File: src/rtl/uart_pkg.sv
// Shared UART definitions: transmit FSM state encoding and baud-divider helpers.
// Used by both uart_transmitter and uart_receiver.
package uart_pkg;

  typedef logic [1:0] tx_state_t;

  localparam tx_state_t TX_IDLE  = 2'd0;
  localparam tx_state_t TX_START = 2'd1;
  localparam tx_state_t TX_DATA  = 2'd2;
  localparam tx_state_t TX_STOP  = 2'd3;

  function automatic int unsigned clks_per_bit(input int unsigned clk_freq,
                                               input int unsigned baud_rate);
    return clk_freq / baud_rate;
  endfunction

  // A one-clock bit period still needs a 1-bit counter to hold a legal vector.
  function automatic int unsigned cnt_width(input int unsigned cpb);
    return (cpb > 1) ? $clog2(cpb) : 1;
  endfunction

endpackage

File: src/rtl/sync_fifo.sv
// Single-clock FIFO with synchronous active-high reset and occupancy count.
// Head entry is presented combinationally so a pop can consume it on the same edge.
module sync_fifo #(
  parameter int unsigned WIDTH = 8,
  parameter int unsigned DEPTH = 16
) (
  input  logic                     clk_i,
  input  logic                     reset_i,
  input  logic                     push_i,
  input  logic [WIDTH-1:0]         data_i,
  input  logic                     pop_i,
  output logic [WIDTH-1:0]         data_o,
  output logic                     full_o,
  output logic                     empty_o,
  output logic [$clog2(DEPTH):0]   count_o
);

  localparam int unsigned AW = $clog2(DEPTH);
  localparam int unsigned CW = AW + 1;

  logic [WIDTH-1:0] mem_q [DEPTH];
  logic [AW-1:0]    wr_ptr_q, wr_ptr_d;
  logic [AW-1:0]    rd_ptr_q, rd_ptr_d;
  logic [CW-1:0]    count_q, count_d;
  logic             do_push, do_pop;

  assign full_o  = (count_q == CW'(DEPTH));
  assign empty_o = (count_q == '0);
  assign count_o = count_q;
  assign data_o  = mem_q[rd_ptr_q];

  assign do_push = push_i && !full_o;
  assign do_pop  = pop_i && !empty_o;

  always_comb begin
    wr_ptr_d = wr_ptr_q;
    rd_ptr_d = rd_ptr_q;
    count_d  = count_q;
    if (do_push) wr_ptr_d = wr_ptr_q + AW'(1);
    if (do_pop)  rd_ptr_d = rd_ptr_q + AW'(1);
    case ({do_push, do_pop})
      2'b10:   count_d = count_q + CW'(1);
      2'b01:   count_d = count_q - CW'(1);
      default: count_d = count_q;
    endcase
  end

  always_ff @(posedge clk_i) begin
    if (reset_i) begin
      wr_ptr_q <= '0;
      rd_ptr_q <= '0;
      count_q  <= '0;
    end else begin
      wr_ptr_q <= wr_ptr_d;
      rd_ptr_q <= rd_ptr_d;
      count_q  <= count_d;
    end
  end

  always_ff @(posedge clk_i) begin
    if (do_push) mem_q[wr_ptr_q] <= data_i;
  end

endmodule

File: src/rtl/uart_transmitter.sv
// Buffered 8N1 UART transmitter: bytes queue in a sync_fifo and are sent
// back-to-back, LSB first, with a registered idle-high serial output.
module uart_transmitter
  import uart_pkg::*;
#(
  parameter int unsigned CLK_FREQ   = 100000000,
  parameter int unsigned BAUD_RATE  = 460800,
  parameter int unsigned FIFO_DEPTH = 16
) (
  input  logic       clk,
  input  logic       reset,
  input  logic [7:0] write_data,
  input  logic       write_req,
  output logic       ready,
  output logic       busy,
  output logic       tx
);

  localparam int unsigned CPB = clks_per_bit(CLK_FREQ, BAUD_RATE);
  localparam int unsigned CW  = cnt_width(CPB);
  localparam int unsigned FCW = $clog2(FIFO_DEPTH) + 1;
  localparam logic [CW-1:0] CNT_LAST = CW'(CPB - 1);

  tx_state_t      state_q, state_d;
  logic [CW-1:0]  cnt_q, cnt_d;
  logic [2:0]     bit_idx_q, bit_idx_d;
  logic [7:0]     data_q, data_d;
  logic           tx_q, tx_d;

  logic           fifo_pop;
  logic [7:0]     fifo_rdata;
  logic           fifo_full, fifo_empty;
  logic [FCW-1:0] fifo_count;
  logic           cnt_last;
  logic [CW-1:0]  cnt_next;

  sync_fifo #(
    .WIDTH (8),
    .DEPTH (FIFO_DEPTH)
  ) u_fifo (
    .clk_i   (clk),
    .reset_i (reset),
    .push_i  (write_req),
    .data_i  (write_data),
    .pop_i   (fifo_pop),
    .data_o  (fifo_rdata),
    .full_o  (fifo_full),
    .empty_o (fifo_empty),
    .count_o (fifo_count)
  );

  assign ready    = !fifo_full;
  assign busy     = (state_q != TX_IDLE) || (fifo_count != '0);
  assign tx       = tx_q;
  assign cnt_last = (cnt_q == CNT_LAST);
  assign cnt_next = cnt_last ? '0 : cnt_q + CW'(1);

  always_comb begin
    state_d   = state_q;
    cnt_d     = cnt_q;
    bit_idx_d = bit_idx_q;
    data_d    = data_q;
    fifo_pop  = 1'b0;
    case (state_q)
      TX_IDLE: begin
        cnt_d     = '0;
        bit_idx_d = '0;
        if (!fifo_empty) begin
          fifo_pop = 1'b1;
          data_d   = fifo_rdata;
          state_d  = TX_START;
        end
      end
      TX_START: begin
        cnt_d = cnt_next;
        if (cnt_last) state_d = TX_DATA;
      end
      TX_DATA: begin
        cnt_d = cnt_next;
        if (cnt_last) begin
          bit_idx_d = bit_idx_q + 3'd1;
          if (bit_idx_q == 3'd7) state_d = TX_STOP;
        end
      end
      TX_STOP: begin
        cnt_d = cnt_next;
        // Chain straight into the next frame so queued bytes leave no idle gap.
        if (cnt_last) begin
          if (!fifo_empty) begin
            fifo_pop = 1'b1;
            data_d   = fifo_rdata;
            state_d  = TX_START;
          end else begin
            state_d  = TX_IDLE;
          end
        end
      end
      default: state_d = TX_IDLE;
    endcase
  end

  // Line level follows the state one cycle later, keeping tx glitch-free.
  always_comb begin
    tx_d = 1'b1;
    case (state_q)
      TX_START: tx_d = 1'b0;
      TX_DATA:  tx_d = data_q[bit_idx_q];
      default:  tx_d = 1'b1;
    endcase
  end

  always_ff @(posedge clk) begin
    if (reset) begin
      state_q   <= TX_IDLE;
      cnt_q     <= '0;
      bit_idx_q <= '0;
      data_q    <= '0;
      tx_q      <= 1'b1;
    end else begin
      state_q   <= state_d;
      cnt_q     <= cnt_d;
      bit_idx_q <= bit_idx_d;
      data_q    <= data_d;
      tx_q      <= tx_d;
    end
  end

endmodule

File: config.mk
export PLATFORM = sky130hd
export DESIGN_NAME = uart_transmitter
export DESIGN_NICKNAME = d
export VERILOG_FILES = /design/src/rtl/uart_pkg.sv /design/src/rtl/sync_fifo.sv /design/src/rtl/uart_transmitter.sv
export SDC_FILE = /design/constraint.sdc
export NUM_CORES = 1
export LEC_CHECK = 0
export CORE_ASPECT_RATIO = 1.75
export CORE_UTILIZATION = 49
export DETAILED_ROUTE_END_ITERATION = 8
export PLACE_DENSITY = 0.68
export SYNTH_ARGS = -nofsm -noshare
export SYNTH_HDL_FRONTEND = slang
export SYNTH_SLANG_ARGS = --single-unit
export TNS_END_PERCENT = 20
File: constraint.sdc
create_clock -name clk -period 2.7 [get_ports clk]
set_input_delay 0.54 -clock clk [delete_from_list [all_inputs] [get_ports clk]]
set_output_delay 0.54 -clock clk [all_outputs]
set_load 0.02 [all_outputs]
==> results.sh <==
export IMPL_worst_ep_required_time_ns=3.04
export IMPL_grt_overflow=0
export IMPL_dr_pass1_iters=4
export IMPL_worstHoldPathType="reg -> reg"
export IMPL_pre_cts_ws_ns=-0.0907
export IMPL_seq_power_share_pct=43.7
export IMPL_synthesis_nets=445
export IMPL_synthCells=417
export IMPL_hp_start="data_q[4]"
export IMPL_status="completed"
export IMPL_htreeDepth=4
export IMPL_hold_viol=0
export IMPL_max_freq_mhz=399
export IMPL_rows=57
export IMPL_postCtsHoldBufs=0
export IMPL_r2r_start="cnt_q[0]"
export IMPL_rsz0062_at_grt="no"
export IMPL_crit_family="simple AND/OR/NAND/NOR gates"
export IMPL_nFillCells=1074
export IMPL_cts_buffer_depth=2
export IMPL_p_leak_nw=2.72
export IMPL_core_area_mm2=0.0138
export IMPL_drtAntennaViolNets=0
export IMPL_fin_crit_sh_pct=92.9
export IMPL_die_w_um=91.8
export IMPL_slowest_stage="dfxtp_2"
export IMPL_p_sw_w=0.00200
export IMPL_io_pins=14
export IMPL_fin_crit_ns=2.51
export IMPL_diodes=0
export IMPL_setup_tns_ns=0
export IMPL_gp_congestion=0.771
export IMPL_synth_edff_count=128
export IMPL_irDropWorstVdd_v=0.000467
export IMPL_slew_headroom_pct=54.7
export IMPL_grt_first_pass_wirelength_um=20500
export IMPL_async_flop_share_pct=0
export IMPL_grt_use_total_pct=19.2
export IMPL_crit_chain="inv_1 -> ha_1 -> and3b_2 -> a31oi_4 -> nor3_4 -> ha_2 -> xor2_1 -> ha_2 -> buf_4 -> a21oi_1 -> xnor2_1 -> or3_1 -> a21oi_1"
export IMPL_drv_cap=0
export IMPL_area_growth_pct=15.7
export IMPL_skew_ns=0.00674
export IMPL_antenna_found_initial=0
export IMPL_drtIter0Drc=182
export IMPL_via_count=3659
export IMPL_ys_ff_latch=167
export IMPL_cts_tree="done"
export IMPL_routedWlPerCell_um=19.8
export IMPL_synth_area_mm2=0.00692
export IMPL_drcViolationCount=0
export IMPL_fin_util_pct=57.8
export IMPL_p_int_w=0.00504
export IMPL_worst_pin_slew_ns=0.678
export IMPL_critPathBufInv=2
export IMPL_dp_hpwl_um=8750
export IMPL_cp_max_fo=4
export IMPL_p_per_area_mw_per_mm2=880
export IMPL_grt_pass1_vias=3819
export IMPL_cts_sinks=167
export IMPL_fin_nets=494
export IMPL_yosysUniqueCellTypes=55
export IMPL_end_kind="flip-flop"
export IMPL_die_area_mm2=0.0146
export IMPL_cp_arrival_ns=2.85
export IMPL_comb_power_share_pct=23.4
export IMPL_cts_made_buffers=17
export IMPL_yosys_most_used_dff="edfxtp_1"
export IMPL_criticalPathCategory="reg -> reg"
export IMPL_crit_start="cnt_q[0]"
export IMPL_root_buffer="clkbuf_16"
export IMPL_max_stage_delay_ns=0.33
export IMPL_switching_share_pct=28.4
export IMPL_grt_max_degree=33
export IMPL_pwr_share_clk_pct=32.9
export IMPL_ys_warn_count=0
export IMPL_setup_viol=0
export IMPL_routed_wl_um=13000
export IMPL_initial_utilization_pct=50.0
export IMPL_clock_latency_ns=0.42
export IMPL_port_buffers=13
export IMPL_slew_viol_final=0
export IMPL_clk_pin_slew_ns=0.07
export IMPL_die_y_um=159
export IMPL_synth_avg_cell_area_um2=16.6
export IMPL_routed_via_density=5.58
export IMPL_ys_seq_area_share_pct=66.9
export IMPL_fin_ws_ns=0.193
export IMPL_drive_gt1_share_pct=22.8
export IMPL_start_kind="flip-flop"
==> worst paths after layout <==
| path | to | slack [ns] | depth (start not counted) |
|---|---|---|---|
| max | u_fifo.count_o[2] | 0.19 | 13 |
| min | data_q[4] | 0.48 | 1 |
| max reg2reg | u_fifo.count_o[2] | 0.19 | 13 |
| min reg2reg | data_q[4] | 0.48 | 1 |
==> metrics by stage <==
stage	total power, W	hold WS, ns	std cells	instance area (um^2)
after global routing	0.00735	0.495	656	8000
final	0.00704	0.475	656	8000
after CTS	0.00707	0.481	654	7970
after detailed placement	0.00476	0.464	622	7410
after global placement	0.00471	0.460	622	7410
after floorplan	0.00430	0.428	417	6940
==> per-layer routing <==
layer / wire length, um / part of all wire, % / global-route usage (%)
met3: 391 / 3.0 / 3.77
met2: 7160 / 55 / 34.1
met1: 4970 / 38 / 21.4
met5: 0 / 0 / 0
met4: 480 / 3.7 / 10.2
==> area by class of cell <==
type / instances / area [um^2] / share of cell area [%]
flip-flops and latches: 167 / 4630 / 57.8
multi-input cells: 219 / 2130 / 26.6
clock buffers: 17 / 425 / 5.32
repair buffers: 48 / 405 / 5.07
well taps: 177 / 221 / 2.77
clock inverters: 15 / 141 / 1.77
inverters: 13 / 48.8 / 0.610
==> Yosys cell counts, drive strengths merged, types with 2 or more instances <==
cell type	instances	area [um^2]
a21oi	8	40.0
a22o	8	70.1
a22oi	19	143
a31oi	3	18.8
and2	2	12.5
and3	3	18.8
buf	11	100
clkbuf	4	15.0
clkdlybuf4s25	3	30.0
dfxtp	39	781
edfxtp	128	3840
ha	17	213
inv	13	48.8
mux2i	6	60.1
mux4	34	800
nand2	14	52.6
nand2b	3	18.8
nand3	7	35.0
nand3b	2	15.0
nor2	44	173
nor3	7	51.3
nor4	4	61.3
nor4b	2	23.8
o21ai	3	15.0
or3	2	12.5
xnor2	7	61.3
xor2	9	78.8
==> cells by family (layout without fill, tap and decap cells) <==
logic type	Yosys count	count (layout)	share of synthesized area, %
fa+ha+maj	17	17	3.08
buf+inv	31	93	2.80
flops	167	167	66.9
mux	40	40	12.4
simple gates	99	99	7.92
compound gates	47	47	4.88
xor+xnor	16	16	2.03
==> power groups by stage <==
stage	clock (W)	combinational, W	sequential (W)
finish	0.00232	0.00165	0.00308
global route	0.00246	0.00180	0.00310
CTS	0.00236	0.00163	0.00308
detailed placement	0	0.00163	0.00314
global placement	0	0.00158	0.00312
floorplan	0	0.00120	0.00310
==> flip-flops by register name, indices dropped and copies added, names as in the netlist, named ones only <==
signal and flops:
bit_idx_q 3, cnt_q 8, data_q 8, state_q 2, tx 1, u_fifo.count_o 5
u_fifo.mem_q 128, u_fifo.rd_ptr_q 4, u_fifo.wr_ptr_q 4
==> timing repair <==
item | 4_1_cts | 5_1_grt
gates resized for setup | 0 | 6
endpoints found under the hold margin | 0 | 0
endpoints found under the setup margin | 0 | 1
buffers inserted | 0 | 2
==> cells in the final DEF (no fill, tap or decap), drive strengths merged, types with 8 or more instances in the layout <==
master         count
edfxtp           128
clkdlybuf4s50     13
mux4              34
buf               35
dfxtp             39
clkbuf            17
a21oi              8
a22o               8
nor2              44
ha                17
a22oi             19
xor2               9
nand2             14
inv               21
Power figures use the tool's default switching activity.
